[src/rtl/ex_mem_stage_pkg.sv]
// Shared pipeline encodings for the EX/MEM boundary.
// Holds RV32I load/store funct3 codes and data_memory size codes.
package ex_mem_stage_pkg;

  localparam logic [2:0] F3_LB  = 3'b000;
  localparam logic [2:0] F3_LH  = 3'b001;
  localparam logic [2:0] F3_LW  = 3'b010;
  localparam logic [2:0] F3_LBU = 3'b100;
  localparam logic [2:0] F3_LHU = 3'b101;
  localparam logic [2:0] F3_SB  = 3'b000;
  localparam logic [2:0] F3_SH  = 3'b001;
  localparam logic [2:0] F3_SW  = 3'b010;

  typedef enum logic [1:0] {
    SZ_BYTE = 2'b00,
    SZ_HALF = 2'b01,
    SZ_WORD = 2'b10
  } mem_size_e;

  function automatic logic f3_illegal(
    input logic [2:0] f3
  );
    return (f3 == 3'b011) || (f3 == 3'b110) ||
           (f3 == 3'b111);
  endfunction

endpackage

[src/rtl/mem_align_check.sv]
// Combinational fault and alignment decode for one load/store.
// With MISALIGN_TRAP_EN undefined, offsets are forced aligned.
module mem_align_check
  import ex_mem_stage_pkg::*;
(
  input  logic       i_access,
  input  logic [2:0] i_funct3,
  input  logic [1:0] i_offset,
  output logic       o_fault,
  output logic [1:0] o_size,
  output logic [1:0] o_offset
);

  logic       w_illegal;
  logic       w_misal;
  logic [1:0] w_size;

  always_comb begin
    w_illegal = f3_illegal(i_funct3);
    w_size    = i_funct3[1:0];
    w_misal   = ((w_size == SZ_HALF) && i_offset[0]) ||
                ((w_size == SZ_WORD) && (i_offset != 2'b00));
    o_fault   = i_access & (w_illegal | w_misal);
`ifdef MISALIGN_TRAP_EN
    o_size    = w_size;
    o_offset  = i_offset;
`else
    o_size    = w_illegal ? SZ_WORD : w_size;
    o_offset  = i_offset;
    unique case (1'b1)
      (o_size == SZ_HALF): o_offset = {i_offset[1], 1'b0};
      (o_size == SZ_WORD): o_offset = 2'b00;
      default:             o_offset = i_offset;
    endcase
`endif
  end

endmodule

[src/rtl/ex_mem_stage.sv]
// EX/MEM pipeline register with data_memory request decode.
// Optional macro MISALIGN_TRAP_EN turns faults into suppressed traps.
module ex_mem_stage
  import ex_mem_stage_pkg::*;
#(
  parameter int ADDR_WIDTH = 9,
  parameter int DATA_WIDTH = 32
) (
  input  logic                  i_clk,
  input  logic                  i_reset,
  input  logic                  i_stall,
  input  logic                  i_flush,
  input  logic                  i_valid,
  input  logic [DATA_WIDTH-1:0] i_alu_result,
  input  logic [DATA_WIDTH-1:0] i_rs2_data,
  input  logic [2:0]            i_funct3,
  input  logic                  i_mem_read,
  input  logic                  i_mem_write,
  input  logic                  i_reg_write,
  input  logic                  i_mem_to_reg,
  input  logic [4:0]            i_rd,
  input  logic                  i_err_clear,
  output logic                  o_mem_read,
  output logic                  o_mem_write,
  output logic [1:0]            o_mem_size,
  output logic                  o_unsigned_op,
  output logic [1:0]            o_byte_offset,
  output logic [ADDR_WIDTH-1:0] o_address,
  output logic [DATA_WIDTH-1:0] o_write_data,
  output logic                  o_valid,
  output logic [DATA_WIDTH-1:0] o_alu_result,
  output logic [4:0]            o_rd,
  output logic                  o_reg_write,
  output logic                  o_mem_to_reg,
  output logic                  o_misaligned,
  output logic [15:0]           o_access_count
);

`ifdef MISALIGN_TRAP_EN
  localparam bit TrapEn = 1'b1;
`else
  localparam bit TrapEn = 1'b0;
`endif

  logic       w_access;
  logic       w_fault;
  logic       w_sup;
  logic       w_bubble;
  logic [1:0] w_size;
  logic [1:0] w_offset;

  assign w_access = i_valid & (i_mem_read | i_mem_write);
  assign w_sup    = TrapEn & w_fault;
  assign w_bubble = i_flush | (~i_stall & ~i_valid);

  mem_align_check u_align (
    .i_access (w_access),
    .i_funct3 (i_funct3),
    .i_offset (i_alu_result[1:0]),
    .o_fault  (w_fault),
    .o_size   (w_size),
    .o_offset (w_offset)
  );

  always_ff @(posedge i_clk or negedge i_reset) begin
    if (!i_reset) begin
      o_valid        <= 1'b0;
      o_mem_read     <= 1'b0;
      o_mem_write    <= 1'b0;
      o_reg_write    <= 1'b0;
      o_mem_to_reg   <= 1'b0;
      o_mem_size     <= '0;
      o_unsigned_op  <= 1'b0;
      o_byte_offset  <= '0;
      o_address      <= '0;
      o_write_data   <= '0;
      o_alu_result   <= '0;
      o_rd           <= '0;
      o_misaligned   <= 1'b0;
      o_access_count <= '0;
    end else if (w_bubble) begin
      o_valid        <= 1'b0;
      o_mem_read     <= 1'b0;
      o_mem_write    <= 1'b0;
      o_reg_write    <= 1'b0;
      o_mem_to_reg   <= 1'b0;
      o_mem_size     <= '0;
      o_unsigned_op  <= 1'b0;
      o_byte_offset  <= '0;
      o_address      <= '0;
      o_write_data   <= '0;
      o_alu_result   <= '0;
      o_rd           <= '0;
      o_misaligned   <= o_misaligned & ~i_err_clear;
    end else if (!i_stall) begin
      o_valid        <= 1'b1;
      o_mem_read     <= i_mem_read & ~w_sup;
      o_mem_write    <= i_mem_write & ~w_sup;
      o_reg_write    <= i_reg_write & ~w_sup;
      o_mem_to_reg   <= i_mem_to_reg;
      o_mem_size     <= w_size;
      o_unsigned_op  <= i_funct3[2];
      o_byte_offset  <= w_offset;
      o_address      <= i_alu_result[ADDR_WIDTH+1:2];
      o_write_data   <= i_rs2_data;
      o_alu_result   <= i_alu_result;
      o_rd           <= i_rd;
      // a fault captured this cycle overrides a clear request
      o_misaligned   <= w_sup | (o_misaligned & ~i_err_clear);
      if (w_access && !w_sup && o_access_count != 16'hFFFF)
        o_access_count <= o_access_count + 16'd1;
    end
  end

endmodule

[config.mk]
export PLATFORM = sky130hd
export DESIGN_NAME = ex_mem_stage
export DESIGN_NICKNAME = d
export VERILOG_FILES = /design/src/rtl/ex_mem_stage_pkg.sv /design/src/rtl/mem_align_check.sv /design/src/rtl/ex_mem_stage.sv
export SDC_FILE = /design/constraint.sdc
export NUM_CORES = 1
export LEC_CHECK = 0
export CAP_MARGIN = 20
export CORE_MARGIN = 8
export CORE_UTILIZATION = 43
export DETAILED_ROUTE_END_ITERATION = 16
export PLACE_DENSITY = 0.85
export SYNTH_ARGS = -nofsm -noshare
export SYNTH_HDL_FRONTEND = slang
export SYNTH_SLANG_ARGS = --single-unit
export TNS_END_PERCENT = 1
[constraint.sdc]
create_clock -name i_clk -period 2.36 [get_ports i_clk]
set_input_delay 0.236 -clock i_clk [delete_from_list [all_inputs] [get_ports i_clk]]
set_output_delay 0.236 -clock i_clk [all_outputs]
set_load 0.05 [all_outputs]
==> run metrics <==
outcome complete, no violations; Area Overhead vs Synth 57.21%; Worst path max stage delay 0.88 ns; post-synthesis sequential area ratio 63.98%; WP data arrival 1.73 ns; DRT Pass-1 Iters 4; synthesized net count 353; synthesized flop and latch total 96; initial antenna violation count 0; Via Count 2966; Top reg by flops o_write_data; share of layout cells above drive strength 1 7.795%; Clock Skew 0.01681 ns; critical-path cell list clkdlybuf4s50_1; Crit Reg-Reg Startpoint o_access_count[0]; Starting Density 43.70%; CTS Root Cell clkbuf_8; CTS Buf Count 9; final instance area 5903 sq um; # clock sinks 96; die area 11980 sq um; ys async rst share 100.0%; PortBufs 186; die extent in x 109.4 microns; max reg flops 32; DP Wirelength 8336 microns; Post-Synthesis Cell Area 3755 sq um; Hold Crit Class in2async; Yosys Warn Count 0; RD Place Congestion 0.8586; DRT antenna net count 0; Cell Area, Placed 5679 sq um; area of the multi-input gates 1220 sq um; # H-tree levels 3; reg2reg end o_access_count[1]; core footprint 8593 sq um; Final Max Slew Viols 0; slowest CP cell clkdlybuf4s50_1; CTS tree built; final period demand of the worst path 1.968 ns; Iter 0 DRT Violations 75; Critical Path RT 2.12 ns; Avg Cell Area, Syn 13.96 sq um; die height 109.4 microns; Fillers 633; max-cap viol count 0; distinct cell type count after synthesis 35; Top delay family on crit path buffers and inverters; clock slew at reported path FFs 0.09 ns; largest net degree at the start of global routing 81; relative slew slack 60.48%; Leak 2.649 nW; final net count 528; CP bufs+invs 1; post-CTS repair timing setup buffer count 0; Reg2Reg Depth 5; Final Hold Violating Endpoints 0; register area 2402 sq um; prevailing post-synth register cell dfrtp_1; GR Util All Layers 17.84%; WL per Instance 19.82 microns; DRC 0; PwrDens 648.7 nW/um^2; via/cell ratio 5.325; Ant. Diodes 0; Worst Setup Start Kind register; number of I/O pins 187; total grt overflow 0; row cnt 34; setup violators final 0; vias in the first global route 3115; number of synthesized flops with an enable pin 0; Slew @ Worst Pin 0.5928 ns; crit end category output port; Syn Inst Count 269; WL final 11040 microns; DP Cell Count 540; Max Fclk 508.1 MHz; reg2reg setup slack 0.54 ns; clock tree buffer depth 2; Layout Cells excl Fill 557; biggest regs o_write_data (32), o_alu_result (24), o_access_count (16); crit share post-route 83.39%; setup_tns 0 ns; first-pass GRT wire length 16680 microns; CP Max Fanout 6; unrepaired setup endpoints after global routing no; Crit Path Class reg2out; Clock Latency Late Sink 0.34 ns; Max IR drop VDD 0.0004372 V
[cell type report]
type | count | area share (%)
clock buffers | 11 | 2.565
clock inverters | 5 | 1.060
inverters | 2 | 0.1272
multi-input cells | 144 | 20.67
flip-flops and latches | 96 | 40.70
well taps | 108 | 2.289
repair buffers | 191 | 32.60
[cell families (layout without fill, tap and decap cells)]
family                     Yosys count  count (layout)  share of synthesized area [%]
xor gates and xnor gates            13              13                          3.032
DFF                                 96              96                          63.98
adders and majority gates            2               2                         0.6663
and+or+nand+nor                     43              43                          8.764
muxes                                1               1                         0.2999
buffers and inverters               29             209                          3.898
AOI/OAI and AO/OA                   85              85                          19.36
[layout by cell type, fill, tap and decap left out, types with 4 or more instances in the layout]
cell type	count
a22o_1	76
clkbuf_8	11
nor2_1	6
xor2_1	13
dfrtp_1	96
clkdlybuf4s50_1	185
nor3_1	4
nand2_1	8
[power by group]
part	leakage, nW	switching [mW]	internal, mW
clock network	0.102	0.560	0.554
registers	1.31	0.0974	1.73
logic	1.24	0.535	0.350
[metrics by stage]
stage | worst slack [ns] | hold slack (ns) | power [mW] | util (%)
floorplan | 0.3613 | -0.05959 | 2.321 | -
detailed placement | 0.3680 | 0.2542 | 2.754 | 66.09
global route | 0.3192 | 0.4342 | 4.013 | 68.70
global placement | 0.4106 | 0.2449 | 2.742 | 66.09
finish | 0.3920 | 0.4094 | 3.829 | 68.70
CTS | 0.3706 | 0.4196 | 3.878 | 68.70
[cells in the mapped netlist, drive strengths merged (3+ instances only)]
master | count | area share (%)
dfrtp | 96 | 64
a22o | 76 | 18
clkbuf | 15 | 1.5
xor2 | 13 | 3.0
buf | 12 | 2.2
nand2 | 8 | 0.80
nor3 | 7 | 1.3
nand4 | 6 | 1.7
nor2 | 6 | 0.60
nor4b | 5 | 1.5
nor4 | 3 | 1.1
o21ai | 3 | 0.40
[timing repair]
item / in CTS / in global routing
hold buffers: 1 / 0
hold endpoints to repair: 41 / 0
resized for setup: 0 / 0
[worst max path at each step]
| stage | depth (start not counted) | slack, ns | start | to |
|---|---|---|---|---|
| 2_1_floorplan | 5 | 0.36 | o_access_count[0] | o_access_count[1] |
| 3_3_place_gp | 5 | 0.41 | i_flush | o_byte_offset[1] |
| 3_5_place_dp | 5 | 0.37 | i_flush | o_access_count[11] |
| 4_1_cts | 1 | 0.37 | o_access_count[3] | o_access_count[3] |
| 5_1_grt | 1 | 0.32 | o_access_count[3] | o_access_count[3] |
| 6_report | 1 | 0.39 | o_access_count[3] | o_access_count[3] |
[metal layers]
layer	wire length [microns]	global-route usage (%)	share of wire (%)
met3	1071	6.858	9.7
met2	5389	29.24	49
met5	0	0	0
met4	127	5.497	1.2
met1	4453	21.28	40
Power figures use the tool's default switching activity.
